--- src/rtl/uart_pkg.sv ---
// Shared definitions for the UART transmit path: packetizer state encoding
// and the default sync byte.
package uart_pkg;

  typedef enum logic [1:0] {
    IDLE = 2'd0,
    HDR  = 2'd1,
    DATA = 2'd2,
    CSUM = 2'd3
  } uart_pkt_state_t;

  localparam logic [7:0] UART_SYNC_DEFAULT = 8'hA5;

endpackage

--- src/rtl/uart_tx_packetizer.sv ---
// Frames one WORD_BYTES-wide word as: sync byte, data bytes LSB first, and an
// optional XOR checksum byte (enabled by defining UART_TX_CHECKSUM_EN).
module uart_tx_packetizer
  import uart_pkg::*;
#(
  parameter int         WORD_BYTES = 4,
  parameter logic [7:0] SYNC_BYTE  = UART_SYNC_DEFAULT
) (
  input  logic                    clk,
  input  logic                    reset,
  input  logic [8*WORD_BYTES-1:0] word_in,
  input  logic                    word_in_valid,
  output logic                    word_in_ready,
  output logic [7:0]              data_out,
  output logic                    data_out_valid,
  input  logic                    data_out_ready,
  output logic                    busy
);

  localparam int IDX_W = (WORD_BYTES > 1) ? $clog2(WORD_BYTES) : 1;
  localparam logic [IDX_W-1:0] IDX_LAST = IDX_W'(WORD_BYTES - 1);

  // Handshakes: a transfer happens on a rising edge where valid and ready are
  // both high; valid and its payload stay stable until that transfer.

  uart_pkt_state_t         state_q, state_d;
  logic [IDX_W-1:0]        idx_q, idx_d;
  logic [8*WORD_BYTES-1:0] word_q, word_d;
  logic [7:0]              byte_sel;
`ifdef UART_TX_CHECKSUM_EN
  logic [7:0]              csum_q, csum_d;
`endif

  assign byte_sel       = word_q[{idx_q, 3'b000} +: 8];
  assign word_in_ready  = (state_q == IDLE);
  assign busy           = (state_q != IDLE);
  assign data_out_valid = (state_q != IDLE);

  always_comb begin
    state_d  = state_q;
    idx_d    = idx_q;
    word_d   = word_q;
    data_out = 8'h00;
`ifdef UART_TX_CHECKSUM_EN
    csum_d   = csum_q;
`endif
    case (state_q)
      IDLE: begin
        if (word_in_valid) begin
          state_d = HDR;
          word_d  = word_in;
          idx_d   = '0;
`ifdef UART_TX_CHECKSUM_EN
          csum_d  = 8'h00;
`endif
        end
      end
      HDR: begin
        data_out = SYNC_BYTE;
        if (data_out_ready) state_d = DATA;
      end
      DATA: begin
        data_out = byte_sel;
        if (data_out_ready) begin
`ifdef UART_TX_CHECKSUM_EN
          csum_d = csum_q ^ byte_sel;
`endif
          if (idx_q == IDX_LAST) begin
`ifdef UART_TX_CHECKSUM_EN
            state_d = CSUM;
`else
            state_d = IDLE;
`endif
          end else begin
            idx_d = idx_q + 1'b1;
          end
        end
      end
`ifdef UART_TX_CHECKSUM_EN
      CSUM: begin
        data_out = csum_q;
        if (data_out_ready) state_d = IDLE;
      end
`endif
      default: state_d = IDLE;
    endcase
  end

  always_ff @(posedge clk) begin
    if (reset) begin
      state_q <= IDLE;
      idx_q   <= '0;
      word_q  <= '0;
`ifdef UART_TX_CHECKSUM_EN
      csum_q  <= 8'h00;
`endif
    end else begin
      state_q <= state_d;
      idx_q   <= idx_d;
      word_q  <= word_d;
`ifdef UART_TX_CHECKSUM_EN
      csum_q  <= csum_d;
`endif
    end
  end

endmodule

--- config.mk ---
export PLATFORM = sky130hd
export DESIGN_NAME = uart_tx_packetizer
export DESIGN_NICKNAME = d
export VERILOG_FILES = /design/src/rtl/uart_pkg.sv /design/src/rtl/uart_tx_packetizer.sv
export SDC_FILE = /design/constraint.sdc
export NUM_CORES = 1
export LEC_CHECK = 0
export BUFFER_PORTS_ARGS = -buffer_cell sky130_fd_sc_hd__buf_2
export CAP_MARGIN = 10
export CORE_UTILIZATION = 25
export CTS_BUF_LIST = sky130_fd_sc_hd__clkbuf_16
export CTS_CLUSTER_SIZE = 10
export DETAILED_ROUTE_END_ITERATION = 10
export SLEW_MARGIN = 20
export SYNTH_ARGS = -nofsm -noshare
export SYNTH_HDL_FRONTEND = slang
export SYNTH_SLANG_ARGS = --single-unit
--- constraint.sdc ---
create_clock -name clk -period 1.7 [get_ports clk]
set_input_delay 0.255 -clock clk [delete_from_list [all_inputs] [get_ports clk]]
set_output_delay 0.255 -clock clk [all_outputs]
set_load 0.1 [all_outputs]
==> qor.txt, run 1 <==
Fin worst setup slack - -0.198 ns
Final hold violations - 0
Layout cell share with drive strength beyond 1 - 38.9%
Final worst path period need - 1.90 ns
Initial Utilization - 26.4%
Count of final setup violators - 8
Post-synth EDFFs - 0
Failing checks - DRC, setup timing
Post-detail-place hpwl - 3080 um
Largest net degree at the start of global routing - 41
Setup bufs post-CTS - 0
Arrival @ worst endpoint - 1.64 ns
Hold WC Path Type - in -> reg
Crit share post-route - 112%
Input/output buffers - 46
CTS buffer count - 5
Adder-cell share of the synthesized area - 4.40%
First-pass GRT wire length - 7410 um
Critical path required time - 1.44 ns
#FFs+latches synth - 36
GP Congestion - 0.751
Layout area overhead - 39.3%
Core Area - 6460 um^2
Most common cell in the synthesized netlist - nand2_1
Pleak - 0.993 nW
Clock Skews - 0.00254 ns
Simple-Gate Fraction of Synth Area - 21.7%
Clk sinks - 36
Slew Limit Headroom - 55.3%
H-tree depth reported by CTS - 2
Compound-Gate Fraction of Synth Area - 12.5%
Antenna Violating Nets Remaining - 0
DRC errors left - 3
Die area - 7160 um^2
R2r worst-path depth - 5
GRT Util Overall - 13.1%
Slowest CP cell - dfxtp_2
Clk root buf - clkbuf_16
Fin cells - 329
Final hold slack - 0.216 ns
Gate count of the mapped netlist - 202
DR WL/cell - 12.8 um
Dominant cell type by area after synthesis - dfxtp_1
# fillers - 695
Number of global-route vias before repair - 1601
Synth async-reset ratio - 0%
CP peak stage delay - 0.34 ns
Share of the synthesized area in the top cell type - 42.3%
Area contributors post-synth - dfxtp_1 (42%), nand2_1 (15%), a21oi_1 (9.7%)
Yosys cell types - 23
Ys flop type - dfxtp_1
Crit Path Category - reg -> out
Achievable frequency - 527 MHz
Nets - 294
Clock Pin Slew Worst Setup and Hold Paths - 0.05 ns
Outcome - complete, but fails checks
Total number of vias - 1509
Via density - 4.59
Clk buf depth - 2
WL final - 4220 um
Total grt overflow - 0
Sequential-to-total area share from yosys stat - 42.3%
Cell Pwr Density - 1520 nW/um^2
DR pass1 iterations - 7
Die X - 84.6 um
Initial antenna violation count - 0
Max-slew violations - 0
Post-synthesis mux area share - 13.5%
Worst-margin pin slew - 0.671 ns
Antenna cell count - 0
Rows - 29
Placed Area - 2090 um^2
Worst vdd ir - 0.516 mV
Placed Cells incl. Taps - 322
TritonCTS clock tree - done
Cell area after synthesis - 1710 um^2
Number of max-cap violations - 0
I/O pin count - 47
Iter 0 DRT Violations - 69
Mean Syn Cell Area - 8.44 um^2
Syn_nets - 244
RSZ-0062 raised after global routing - yes
Post-Layout Inst Area - 2380 um^2
Startpoint class of the critical path - flop
XOR/XNOR Fraction of Synth Area - 0%
Setup TNS - -1.02 ns
CP Capture Type - output pin
Die Ht - 84.6 um
Synth cell count leaders - nand2_1 (70), dfxtp_1 (36), a21oi_1 (33), mux2_2 (8), clkbuf_1 (7)
Crit Path Max Fanout - 5
Yosys warns - 0
Crit-path cells - inv_2 > ha_4 > and3b_2 > a22oi_2 > nand2_2 > buf_12
Hold Path Stages - 3
Worst-Skew Late Latency - 0.28 ns
Largest family of logic cells by synthesized area - simple AND/OR/NAND/NOR gates
what timing repair did:
action,4_1_cts,5_1_grt
resized for setup,39,3
cloned,0,0
hold buffers,0,0
hold endpoints to repair,0,0
pin swaps,3,0
setup endpoints to repair,8,8
routing by layer:
| layer | part of all wire, % | routed length [um] | GRT usage, % |
|---|---|---|---|
| met2 | 48 | 2010 | 22.0 |
| met5 | 0 | 0 | 0 |
| met1 | 47 | 2000 | 16.6 |
| met4 | 1.1 | 47 | 3.85 |
| met3 | 3.8 | 160 | 3.44 |
metrics by stage:
step / utilization [%] / setup slack [ns] / total power, mW
2_1_floorplan: - / -0.265 / 2.35
3_5_place_dp: 32.4 / -0.106 / 2.68
4_1_cts: 36.6 / -0.203 / 3.62
3_3_place_gp: 32.4 / -0.0888 / 2.66
5_1_grt: 36.8 / -0.258 / 3.83
6_report: 36.8 / -0.198 / 3.61
worst max-delay path: cells and delay by family, from the launching register on:
family | cells | cell delay [ns]
and+or+nand+nor | 2 | 0.35
AOI/OAI and AO/OA | 1 | 0.19
buffers and inverters | 2 | 0.24
DFF | 1 | 0.34
adders and majority gates | 1 | 0.25
cell families after synthesis:
family / count (synthesis)
buffers and inverters: 18
and+or+nand+nor: 86
adders and majority gates: 6
AOI/OAI and AO/OA: 39
DFF: 36
muxes: 17
state kept, by name, indices dropped and copies added (netlist names):
name / cells
word_q: 32
idx_q: 2
state_q: 2
where the power goes:
part | internal [mW] | switching (mW)
registers | 1.00 | 0.0877
logic | 0.581 | 1.10
clock network | 0.523 | 0.317
total | 2.11 | 1.50
final cells by class:
class                   count  area, um^2  area share, %
repair buffers             57         435           18.3
flip-flops and latches     36         731           30.8
inverters                   4        18.8          0.790
multi-input cells         148         962           40.5
clock inverters             2        7.51          0.316
clock buffers               5         125           5.27
well taps                  77        96.3           4.05
layout by cell type (no fill, tap or decap):
cell	count
and3b_2	1
o221a_4	1
buf_8	2
ha_4	1
ha_2	1
clkinv_1	2
nand2_1	66
buf_4	10
clkbuf_16	5
or2b_1	1
buf_12	7
a21oi_1	33
mux2_2	8
a22oi_2	4
and2_4	1
or3_1	1
inv_2	2
and3_2	2
mux4_2	4
dfxtp_4	2
ha_1	4
and3_4	2
mux2i_1	5
nand3b_1	1
nand2_4	1
nand2_2	3
o21bai_1	1
buf_2	38
inv_1	1
and2_1	1
dfxtp_2	2
dfxtp_1	32
nand2b_1	6
clkinvlp_4	1
worst paths after layout:
path,endpoint,from,slack (ns)
worst max register to register,idx_q[0],idx_q[0],0.15
worst max-delay path,data_out[7],state_q[1],-0.20
worst min register to register,word_q[24],word_q[24],0.45
worst min-delay path,word_q[4],word_in[4],0.22
No activity file was read; power rests on OpenSTA's default activity.
==> inputs of run 2 (changes only) <==
--- a/config.mk
+++ b/config.mk
@@ -8,7 +8,6 @@
 export BUFFER_PORTS_ARGS = -buffer_cell sky130_fd_sc_hd__buf_2
 export CAP_MARGIN = 10
 export CORE_UTILIZATION = 25
-export CTS_BUF_LIST = sky130_fd_sc_hd__clkbuf_16
 export CTS_CLUSTER_SIZE = 10
 export DETAILED_ROUTE_END_ITERATION = 10
 export SLEW_MARGIN = 20
==> qor.txt, run 2 (synthesized netlist as in run 1, its figures left out) <==
Clock Pin Slew Worst Setup and Hold Paths - 0.06 ns
Commonest non-fill, non-tap cell in the layout - nand2_1
Final worst path period need - 1.90 ns
Worst vdd ir - 0.686 mV
Initial Utilization - 26.4%
Crit-path cells - inv_2 > ha_4 > and3b_2 > a22oi_2 > nand2_2 > buf_12
RSZ-0062 raised after global routing - yes
Area of the multi-input gates - 962 um^2
Achievable frequency - 526 MHz
Slew Limit Headroom - 54.9%
Worst Setup SP - state_q[1]
Post-Layout Inst Area - 2340 um^2
Hold WC Path Type - in -> reg
Post-Place Setup Slack - -0.106 ns
Fin worst setup slack - -0.201 ns
DRC errors left - 3
Worst-Skew Late Latency - 0.29 ns
Number of max-cap violations - 0
Clock power share - 19.0%
Reg2reg end - idx_q[0]
Max reg flops - 32
Die Ht - 84.6 um
Via density - 4.57
Critical path required time - 1.44 ns
I/O pin count - 47
Core Area - 6460 um^2
H-tree depth reported by CTS - 2
Final core utilization - 36.2%
Max-slew violations - 0
Hold Path Stages - 3
TritonCTS clock tree - done
Comb power frac - 49.2%
Slowest CP cell - dfxtp_2
Final hold violations - 0
Initial antenna violation count - 0
Die X - 84.6 um
Rows - 29
GRT Util Overall - 13.2%
# fillers - 698
Crit Path Category - reg -> out
Clock Skews - 0.00337 ns
Total number of vias - 1505
Cell Pwr Density - 1460 nW/um^2
Nets - 294
Seq pwr share - 31.8%
Top flop regs - word_q: 32 flops, idx_q: 2 flops, state_q: 2 flops
Crit Path Max Fanout - 5
GP Congestion - 0.751
Total grt overflow - 0
Clk buf depth - 2
Hold Crit Endpoint - word_q[4]
Number of global-route vias before repair - 1616
Startpoint class of the critical path - flop
Largest net degree at the start of global routing - 41
R2r worst-path depth - 5
Count of final setup violators - 8
Overall Power - 3.41 mW
Antenna cell count - 0
CP Capture Type - output pin
Failing checks - DRC, setup timing
Worst-margin pin slew - 0.677 ns
Pleak - 0.979 nW
Iter 0 DRT Violations - 57
Switch share - 43.1%
Clk root buf - clkbuf_8
Post-detail-place hpwl - 3080 um
CP peak stage delay - 0.35 ns
R2R setup slack - 0.15 ns
Net Switching - 1.47 mW
DR WL/cell - 12.7 um
Layout area overhead - 37.2%
Die area - 7160 um^2
Antenna Violating Nets Remaining - 0
DR pass1 iterations - 7
Layout cell share with drive strength beyond 1 - 39.7%
Internal power - 1.94 mW
Outcome - complete, but fails checks
Largest Register - word_q
Clk sinks - 36
WL final - 4180 um
Crit share post-route - 112%
Commonest cells after routing, fill and taps aside - nand2_1 (66), buf_2 (38), a21oi_1 (33), dfxtp_1 (32), buf_4 (10)
Hold Crit Start - word_in[4]
Input/output buffers - 46
CTS buffer count - 5
Arrival @ worst endpoint - 1.65 ns
First-pass GRT wire length - 7420 um
Worst R2R Start - idx_q[0]
Register area - 731 um^2
Placed Area - 2090 um^2
[run 2: changes by cell type in the layout (fill, tap and decap cells not counted), sizes merged]
cell    before  now
clkbuf       5    7
clkinv       2    0
[run 2: per-layer routing]
| layer | vias to the layer above | track usage [%] | share of wire (%) |
|---|---|---|---|
| met5 | - | 0 | 0 |
| met4 | 0 | 4.78 | 1.7 |
| met3 | 8 | 3.44 | 4.6 |
| met2 | 37 | 21.8 | 46 |
| met1 | 689 | 16.7 | 48 |
| li1 | 771 | - | - |
[run 2: power groups by stage]
stage | clock network (mW) | registers [mW] | logic, mW
finish | 0.648 | 1.09 | 1.68
global route | 0.715 | 1.11 | 1.81
global placement | 0 | 1.11 | 1.56
floorplan | 0 | 1.08 | 1.27
CTS | 0.671 | 1.09 | 1.68
detailed placement | 0 | 1.11 | 1.57
[run 2: how the worst max path moves through the flow]
stage | cells past startpoint | slack [ns] | end
floorplan | 5 | -0.27 | state_q[0]
global placement | 3 | -0.09 | data_out[6]
finish | 6 | -0.20 | data_out[7]
detailed placement | 4 | -0.11 | data_out[0]
CTS | 6 | -0.22 | data_out[0]
global route | 6 | -0.27 | data_out[0]
[run 2: metrics by stage]
stage | hold slack (ns) | setup TNS (ns) | std cells
6_report | 0.204 | -1.10 | 329
5_1_grt | 0.200 | -1.59 | 329
4_1_cts | 0.194 | -1.26 | 329
3_5_place_dp | 0.447 | -0.589 | 322
3_3_place_gp | 0.444 | -0.487 | 322
2_1_floorplan | 0.391 | -0.770 | 202
[run 2: critical path: cells and delay by family (launching register included)]
family | cells | cell delay (ns)
flip-flops | 1 | 0.35
buffers and inverters | 2 | 0.24
AO/OA/AOI/OAI | 1 | 0.18
AND/OR/NAND/NOR | 2 | 0.34
adder cells (fa/ha/maj) | 1 | 0.25
[run 2: layout make-up]
cell class | instances | area share, %
repair buffers | 57 | 18.6
well taps | 77 | 4.12
inverters | 4 | 0.802
flip-flops and latches | 36 | 31.2
multi-input cells | 148 | 41.1
clock buffers | 7 | 4.12
[run 2: what timing repair did]
action | in CTS | in global routing
resized for setup | 40 | 2
pin swaps | 3 | 0
setup endpoints to repair | 8 | 8
buffers inserted | 0 | 0
hold buffers | 0 | 0
==> inputs of run 3 (changes only) <==
--- a/config.mk
+++ b/config.mk
@@ -5,11 +5,13 @@
 export SDC_FILE = /design/constraint.sdc
 export NUM_CORES = 1
 export LEC_CHECK = 0
+export ABC_CLOCK_PERIOD_IN_PS = 1700
 export BUFFER_PORTS_ARGS = -buffer_cell sky130_fd_sc_hd__buf_2
 export CAP_MARGIN = 10
 export CORE_UTILIZATION = 25
 export CTS_CLUSTER_SIZE = 10
 export DETAILED_ROUTE_END_ITERATION = 10
+export PLACE_DENSITY = 0.53
 export SLEW_MARGIN = 20
 export SYNTH_ARGS = -nofsm -noshare
 export SYNTH_HDL_FRONTEND = slang
==> qor.txt, run 3 (synthesized netlist as in run 1, its figures left out) <==
Outcome - complete, but fails checks
Failing checks - DRC, setup timing
GRT Util Overall - 12.9%
Clock Skews - 0.0100 ns
CP peak stage delay - 0.34 ns
Final worst path period need - 1.87 ns
Final hold violations - 0
Arrival @ worst endpoint - 1.61 ns
Core Area - 6460 um^2
Number of global-route vias before repair - 1460
RSZ-0062 raised after global routing - yes
Commonest cells after routing, fill and taps aside - nand2_1 (66), buf_2 (38), a21oi_1 (33), dfxtp_1 (32), buf_4 (12)
Die X - 84.6 um
Top flop regs - word_q: 32 flops, idx_q: 2 flops, state_q: 2 flops
Layout cell share with drive strength beyond 1 - 39.8%
Hold Crit Start - word_in[31]
Cell Pwr Density - 1490 nW/um^2
Crit share post-route - 110%
Via density - 4.50
Antenna Violating Nets Remaining - 0
Clk sinks - 36
Worst-margin pin slew - 0.719 ns
GP Congestion - 0.715
# fillers - 679
CTS buffer count - 5
Nets - 295
Die area - 7160 um^2
Iter 0 DRT Violations - 96
DR pass1 iterations - 9
Register area - 733 um^2
Total number of vias - 1488
Clk buf depth - 2
R2R setup slack - 0.13 ns
Net Switching - 1.49 mW
Slowest CP cell - dfxtp_2
Worst R2R Start - idx_q[0]
Hold Path Stages - 3
Overall Power - 3.51 mW
Startpoint class of the critical path - flop
Clk root buf - clkbuf_8
Largest net degree at the start of global routing - 41
Initial antenna violation count - 0
Achievable frequency - 536 MHz
Number of max-cap violations - 0
Commonest non-fill, non-tap cell in the layout - nand2_1
Slew Limit Headroom - 52.1%
Layout area overhead - 38.4%
Input/output buffers - 46
Total grt overflow - 0
Hold Crit Endpoint - word_q[31]
DRC errors left - 5
Post-detail-place hpwl - 3180 um
Die Ht - 84.6 um
Max reg flops - 32
Pleak - 0.983 nW
Rows - 29
WL final - 4300 um
Worst-Skew Late Latency - 0.28 ns
Comb power frac - 47.8%
Max-slew violations - 0
Initial Utilization - 26.4%
CP Capture Type - output pin
DR WL/cell - 13.0 um
Fin worst setup slack - -0.167 ns
Final hold slack - 0.201 ns
Internal power - 2.02 mW
Clock Pin Slew Worst Setup and Hold Paths - 0.08 ns
TritonCTS clock tree - done
Clock power share - 20.9%
R2r worst-path depth - 5
First-pass GRT wire length - 7140 um
Worst vdd ir - 0.755 mV
Crit Path Category - reg -> out
Largest Register - word_q
Crit-path cells - inv_2 > ha_4 > and3b_2 > a22oi_2 > nand2_4 > buf_12
H-tree depth reported by CTS - 2
I/O pin count - 47
Reg2reg end - idx_q[0]
Post-Place Setup Slack - -0.122 ns
Critical path required time - 1.44 ns
Area of the multi-input gates - 970 um^2
Count of final setup violators - 8
Hold WC Path Type - in -> reg
Crit Path Max Fanout - 4
Seq pwr share - 31.3%
Switch share - 42.3%
Antenna cell count - 0
==> run 3: changes by cell type in the layout (fill, tap and decap cells not counted), moves of 2 or more <==
cell and change:
buf_4 +2, and3_2 -2, clkbuf_8 -2, and3_4 +2
==> run 3: worst max-delay path by stage <==
| stage | startpoint | depth (start not counted) | slack [ns] | end |
|---|---|---|---|---|
| 2_1_floorplan | state_q[1] | 5 | -0.27 | state_q[0] |
| 3_3_place_gp | idx_q[1] | 5 | -0.08 | data_out[0] |
| 3_5_place_dp | idx_q[0] | 5 | -0.12 | data_out[2] |
| 4_1_cts | state_q[1] | 6 | -0.23 | data_out[0] |
| 5_1_grt | state_q[0] | 6 | -0.24 | data_out[7] |
| 6_report | state_q[0] | 6 | -0.17 | data_out[0] |
==> run 3: cell type report <==
cell class / instances / share of cell area [%]
tap: 77 / 4.08
multi-input combinational: 148 / 41.1
clock buffer: 6 / 3.07
sequential: 36 / 31.1
inverter: 4 / 0.795
timing repair buffer: 58 / 18.4
clock inverter: 2 / 1.48
==> run 3: routing by layer <==
metal / part of all wire (%) / global-route usage, %
met5: 0 / 0
met4: 1.4 / 4.62
met3: 4.1 / 3.15
met2: 44 / 19.5
met1: 50 / 18.0
==> run 3: repair_timing <==
item / in CTS / in global routing
resized for setup: 42 / 4
pin swaps: 5 / 3
buffers inserted: 2 / 0
hold buffers: 0 / 0
setup endpoints to repair: 8 / 8
==> run 3: critical path, delay by kind of cell, from the launching register on <==
kind            cells  cell delay, ns
compound gates      1            0.21
fa+ha+maj           1            0.24
flops               1            0.34
buf+inv             2            0.23
simple gates        2            0.32
==> run 3: power groups by stage <==
stage               clock (mW)  combinational (mW)  sequential [mW]
global route             0.794                1.80             1.12
detailed placement           0                1.54             1.12
global placement             0                1.53             1.11
CTS                      0.750                1.68             1.10
floorplan                    0                1.27             1.08
finish                   0.734                1.68             1.10
==> run 3: stage by stage <==
stage / TNS [ns] / area (um^2) / std cells / utilization, %
after floorplan: -0.770 / 1760 / 202 / -
after global placement: -0.570 / 2070 / 321 / 32.1
after detailed placement: -0.806 / 2070 / 321 / 32.1
after CTS: -1.16 / 2350 / 331 / 36.3
after global routing: -1.47 / 2360 / 331 / 36.6
final: -0.964 / 2360 / 331 / 36.6
